File: src/rtl/reset_seq_pkg.sv
// Shared types and sizing helpers for the reset sequencer.
package reset_seq_pkg;

  typedef enum logic [1:0] {
    HOLD    = 2'd0,
    RELEASE = 2'd1,
    RUN     = 2'd2,
    SWRST   = 2'd3
  } rst_state_e;

  // One counter serves the lock filter, the release gap and the sw hold time,
  // so it is sized for the largest of the three.
  function automatic int cnt_width(input int a, input int b, input int c);
    int m;
    m = a;
    if (b > m) m = b;
    if (c > m) m = c;
    return $clog2(m + 1);
  endfunction

endpackage

File: src/rtl/reset_seq_sync.sv
// Single-bit multi-flop synchroniser with asynchronous active-low clear.
module sync_ff #(
  parameter int STAGES = 2
) (
  input  logic i_clk,
  input  logic i_rst_n,
  input  logic i_d,
  output logic o_q
);

  logic [STAGES-1:0] sync_q, sync_d;

  always_comb sync_d = {sync_q[STAGES-2:0], i_d};

  always_ff @(posedge i_clk or negedge i_rst_n) begin
    if (!i_rst_n) sync_q <= '0;
    else          sync_q <= sync_d;
  end

  assign o_q = sync_q[STAGES-1];

endmodule

File: src/rtl/reset_seq.sv
// Reset sequencer: filters PLL lock, then releases N_CH active-low resets in
// order with a fixed gap; a software pulse replays the release without refiltering.
module reset_seq
  import reset_seq_pkg::*;
#(
  parameter int N_CH          = 3,
  parameter int SYNC_STAGES   = 2,
  parameter int LOCK_CYCLES   = 8,
  parameter int GAP_CYCLES    = 4,
  parameter int SW_RST_CYCLES = 16
) (
  input  logic            i_clk,
  input  logic            i_rst_n,
  input  logic            i_pll_locked,
  input  logic            i_sw_rst,
  output logic [N_CH-1:0] o_rst_n,
  output logic            o_ready
);

  localparam int CW = cnt_width(LOCK_CYCLES, GAP_CYCLES, SW_RST_CYCLES);
  localparam int IW = $clog2(N_CH + 1);

  localparam logic [CW-1:0] LOCK_LAST = CW'(LOCK_CYCLES - 1);
  localparam logic [CW-1:0] GAP_LAST  = CW'(GAP_CYCLES - 1);
  localparam logic [CW-1:0] SW_LAST   = CW'(SW_RST_CYCLES - 1);
  localparam logic [IW-1:0] IDX_LAST  = IW'(N_CH - 1);

  logic lock_s;

  sync_ff #(.STAGES(SYNC_STAGES)) u_lock_sync (
    .i_clk   (i_clk),
    .i_rst_n (i_rst_n),
    .i_d     (i_pll_locked),
    .o_q     (lock_s)
  );

  rst_state_e      state_q, state_d;
  logic [CW-1:0]   cnt_q, cnt_d, cnt_inc;
  logic [IW-1:0]   idx_q, idx_d;
  logic [N_CH-1:0] rst_n_q, rst_n_d;
  logic            ready_q, ready_d;
  logic            start_release;

  assign cnt_inc = (cnt_q == '1) ? cnt_q : cnt_q + CW'(1);

  always_comb begin
    state_d       = state_q;
    cnt_d         = cnt_q;
    idx_d         = idx_q;
    rst_n_d       = rst_n_q;
    ready_d       = ready_q;
    start_release = 1'b0;

    unique case (state_q)
      HOLD: begin
        if (!lock_s)                 cnt_d = '0;
        else if (cnt_q == LOCK_LAST) start_release = 1'b1;
        else                         cnt_d = cnt_inc;
      end
      RELEASE: begin
        if (cnt_q == GAP_LAST) begin
          for (int k = 0; k < N_CH; k++)
            if (IW'(k) == idx_q) rst_n_d[k] = 1'b1;
          idx_d = idx_q + IW'(1);
          cnt_d = '0;
          if (idx_q == IDX_LAST) begin
            state_d = RUN;
            ready_d = 1'b1;
          end
        end else begin
          cnt_d = cnt_inc;
        end
      end
      SWRST: begin
        if (cnt_q == SW_LAST) start_release = 1'b1;
        else                  cnt_d = cnt_inc;
      end
      RUN: ;
    endcase

    // Channel 0 goes out on the same edge the filter or sw hold completes.
    if (start_release) begin
      rst_n_d    = '0;
      rst_n_d[0] = 1'b1;
      idx_d      = IW'(1);
      cnt_d      = '0;
      if (N_CH == 1) begin
        state_d = RUN;
        ready_d = 1'b1;
      end else begin
        state_d = RELEASE;
      end
    end

    // Lock loss overrides everything, including a concurrent sw request.
    if (state_q != HOLD && !lock_s) begin
      state_d = HOLD;
      cnt_d   = '0;
      idx_d   = '0;
      rst_n_d = '0;
      ready_d = 1'b0;
    end else if ((state_q == RELEASE || state_q == RUN) && i_sw_rst) begin
      state_d = SWRST;
      cnt_d   = '0;
      idx_d   = '0;
      rst_n_d = '0;
      ready_d = 1'b0;
    end
  end

  always_ff @(posedge i_clk or negedge i_rst_n) begin
    if (!i_rst_n) begin
      state_q <= HOLD;
      cnt_q   <= '0;
      idx_q   <= '0;
      rst_n_q <= '0;
      ready_q <= 1'b0;
    end else begin
      state_q <= state_d;
      cnt_q   <= cnt_d;
      idx_q   <= idx_d;
      rst_n_q <= rst_n_d;
      ready_q <= ready_d;
    end
  end

  assign o_rst_n = rst_n_q;
  assign o_ready = ready_q;

endmodule

File: config.mk
export PLATFORM = sky130hd
export DESIGN_NAME = reset_seq
export DESIGN_NICKNAME = d
export VERILOG_FILES = /design/src/rtl/reset_seq_pkg.sv /design/src/rtl/reset_seq_sync.sv /design/src/rtl/reset_seq.sv
export SDC_FILE = /design/constraint.sdc
export NUM_CORES = 1
export LEC_CHECK = 0
export CORE_MARGIN = 10
export CORE_UTILIZATION = 54
export CTS_CLUSTER_DIAMETER = 60
export DETAILED_ROUTE_END_ITERATION = 12
export GPL_TIMING_DRIVEN = 0
export PLACE_DENSITY = 0.84
export SYNTH_ARGS = -nofsm -noshare
export SYNTH_HDL_FRONTEND = slang
export SYNTH_SLANG_ARGS = --single-unit
File: constraint.sdc
create_clock -name i_clk -period 2.56 [get_ports i_clk]
set_clock_uncertainty 0.1 [all_clocks]
set_input_delay 0.512 -clock i_clk [delete_from_list [all_inputs] [get_ports i_clk]]
set_output_delay 0.512 -clock i_clk [all_outputs]
set_load 0.01 [all_outputs]
==> results of run 1 <==
## power groups by stage
stage,clock [mW],combinational [mW],sequential (mW)
final,0.145,0.393,0.312
after global routing,0.157,0.439,0.319
after CTS,0.148,0.394,0.312
after detailed placement,0,0.389,0.317
after global placement,0,0.373,0.314
after floorplan,0,0.311,0.307
## per-stage QoR
| stage | instance area (µm²) | power, mW | hold WS [ps] | setup slack, ps | instances |
|---|---|---|---|---|---|
| 3_3_place_gp | 941 | 0.686 | 235 | 96.3 | 105 |
| 4_1_cts | 971 | 0.854 | 260 | 173 | 109 |
| 2_1_floorplan | 851 | 0.618 | 116 | 410 | 82 |
| 3_5_place_dp | 941 | 0.706 | 236 | 85.3 | 105 |
| 5_1_grt | 971 | 0.915 | 272 | 52.6 | 109 |
| 6_report | 971 | 0.850 | 258 | 174 | 109 |
## registers in the layout (all words and copies together) (netlist names)
name and cells:
state_q 2, cnt_q 5, idx_q 2, o_ready 1
u_lock_sync.sync_q 2, o_rst_n 3
## Yosys cell counts, drive strengths merged (2+ instances only)
cell    count
a211oi      3
a21oi       9
nand2       6
dfrtp      15
ha          7
a31oi       3
inv         5
o21ai       2
nor2        7
a41oi       2
nand4       2
and2        2
## routing by layer
| metal | GRT usage | up-vias | share of wire | routed length (µm) |
|---|---|---|---|---|
| li1 | - | 332 | - | - |
| met1 | 0.134 | 332 | 0.45 | 803 |
| met2 | 0.175 | 15 | 0.49 | 873 |
| met3 | 0.0275 | 4 | 0.046 | 82 |
| met4 | 0.0577 | 0 | 0.0096 | 17 |
| met5 | 0 | - | 0 | 0 |
## critical path, stage by stage, from the launching register on
cell,delay (ps)
dfrtp_1,410
inv_1,140
ha_1,300
nand2_1,160
o21ai_0,250
o41a_4,530
and2_4,160
a32o_2,250
## area by class of cell
cell class | count | share of cell area
buffer | 2 | 0.0129
timing repair buffer | 7 | 0.0722
sequential | 15 | 0.387
clock buffer | 3 | 0.0232
multi-input combinational | 60 | 0.457
tap | 16 | 0.0206
inverter | 5 | 0.0193
clock inverter | 1 | 0.00773
## logic make-up after synthesis
logic type               Yosys count  synth area share
flip-flops                        15             0.441
buffers and inverters              7            0.0368
AND/OR/NAND/NOR                   23             0.153
AO/OA/AOI/OAI                     29             0.256
adder cells (fa/ha/maj)            7             0.103
XOR/XNOR                           1            0.0103
## final timing paths
path / slack, ps / depth (start not counted) / endpoint / startpoint
max: 170 / 7 / cnt_q[1]$_DFFE_PN0P_ / state_q[1]$_DFFE_PN0P_
min reg2reg: 260 / 0 / u_lock_sync.sync_q[1]$_DFF_PN0_ / u_lock_sync.sync_q[0]$_DFF_PN0_
min: 260 / 0 / u_lock_sync.sync_q[1]$_DFF_PN0_ / u_lock_sync.sync_q[0]$_DFF_PN0_
max reg2reg: 170 / 7 / cnt_q[1]$_DFFE_PN0P_ / state_q[1]$_DFFE_PN0P_
max in group asynchronous: 1420 / 1 / o_rst_n[1]$_DFFE_PN0P_ / i_rst_n
min in group asynchronous: 510 / 1 / cnt_q[2]$_DFFE_PN0P_ / i_rst_n
## cells in the final DEF, fill, tap and decap left out, types with 2 or more instances in the layout
master,Yosys,routed
a31oi_1,3,3
a41oi_1,2,2
a211oi_1,3,3
nand2_1,6,6
dfrtp_1,15,15
nor2_1,7,7
o21ai_0,2,2
clkdlybuf4s50_1,0,7
inv_1,5,5
clkbuf_4,0,3
a21oi_1,8,8
ha_1,7,7
nand4_1,2,2
==> impl_metrics.py, run 1 <==
metrics = {
    "floorplan": {
        "io_pins": 8,
        "die-area_mm2": 0.00356,
        "die_h_um": 59.7,
        "coreArea_mm2": 0.00151,
        "start_util": 0.565,
        "die_x_um": 59.7,
        "num_rows": 14,
    },
    "power_and_ir_drop": {
        "comb_power_share": 0.462,
        "seqPwrFrac": 0.368,
        "p_clk_frac": 0.170,
        "p_switching_mw": 0.350,
        "intPower_mw": 0.500,
        "powerDensity_mw_per_mm2": 875,
        "power.leakage_nw": 0.413,
        "p_sw_frac": 0.412,
        "ir_worst_vdd_mv": 0.496,
    },
    "global_route": {
        "grt_usage": 0.111,
        "grt_pass1_wl_um": 3080,
        "grt_max_degree": 16,
        "grt_pass1_vias": 699,
        "overflow": 0,
        "grt_antenna_before_repair": 0,
    },
    "yosys": {
        "synth_edf_count": 0,
        "ys_top_cells_by_area": "dfrtp_1, ha_1, a21oi_1",
        "synth_warnings": 0,
        "syn_avg_cell_area_um2": 10.4,
        "synth_ff_type": "dfrtp_1",
        "yosys_register_bits": 15,
        "ys_seq_area_frac": 0.441,
        "synth_async_sr_flop_share": 1.00,
        "synth_nets": 93,
        "syn-cell-area_um2": 851,
        "synthCells": 82,
        "yosysTopAreaCell": "dfrtp_1",
        "yosysTopAreaCellShare": 0.441,
        "synth_cell_types": 33,
    },
    "worst_hold_path": {
        "min_path_type": "reg -> reg",
    },
    "critical_path": {
        "end_kind": "flip-flop",
        "cp.arrival_ps": 2480,
        "path_max_fanout": 7,
        "worstPathRequired_ps": 2650,
        "startpoint_type": "flip-flop",
        "path_class": "reg -> reg",
    },
    "route": {
        "vias": 683,
        "wl_per_cell_um": 16.3,
        "viasPerCell": 6.27,
        "drt-initial-drc-count": 20,
        "dr.pass1.iters": 4,
        "wirelength_um": 1780,
        "ant_nets": 0,
        "drcViolationCount": 0,
    },
    "final_layout": {
        "drive_gt1_frac": 0.140,
        "area_growth_pct": 14.1,
        "final_core_util": 0.645,
        "num_antenna_cells": 0,
        "multi_input_area_um2": 444,
        "fin_nets": 105,
        "fillCellCount": 133,
        "ff_latch_area_um2": 375,
    },
    "timing": {
        "setup-violations-final": 0,
        "max_freq_mhz": 419,
        "rsz0062_at_grt": "false",
        "relSlewSlack": 0.554,
        "finalCriticalPeriod_ps": 2390,
        "period_share": 0.932,
        "hold_viol_final": 0,
        "slew_viol_final": 0,
        "worst_slew_pin_slew_ps": 666,
        "finalSetupTns_ps": 0,
    },
    "cts": {
        "hold_buffers": 0,
        "cts.path.max_buffers": 2,
        "ctsHtreeMaxLevel": 1,
        "postCtsSetupRepairBufs": 0,
        "clock_latency_ps": 290,
        "numCtsBuffers": 3,
        "clock-sinks": 15,
        "postCtsResizedCells": 0,
        "cts_tree": "done",
        "root_buffer": "clkbuf_4",
        "clkTransAtPathRegs_ps": 100,
    },
    "placed_design": {
        "numPortBuffers": 7,
        "dp_hpwl_um": 1280,
        "globalplace.congestion": 0.891,
    },
    "run": {
        "max-cap-violations": 0,
    },
    "run_status": {
        "status": "finished, final reports clean",
    },
}
(Power assumes the default switching activity.)
==> run 2, diff against run 1 <==
--- a/config.mk
+++ b/config.mk
@@ -8,6 +8,7 @@
 export CORE_MARGIN = 10
 export CORE_UTILIZATION = 54
 export CTS_CLUSTER_DIAMETER = 60
+export CTS_CLUSTER_SIZE = 12
 export DETAILED_ROUTE_END_ITERATION = 12
 export GPL_TIMING_DRIVEN = 0
 export PLACE_DENSITY = 0.84
==> results of run 2 <==
The final DEF is identical to that of run 1; final timing and power are the same.
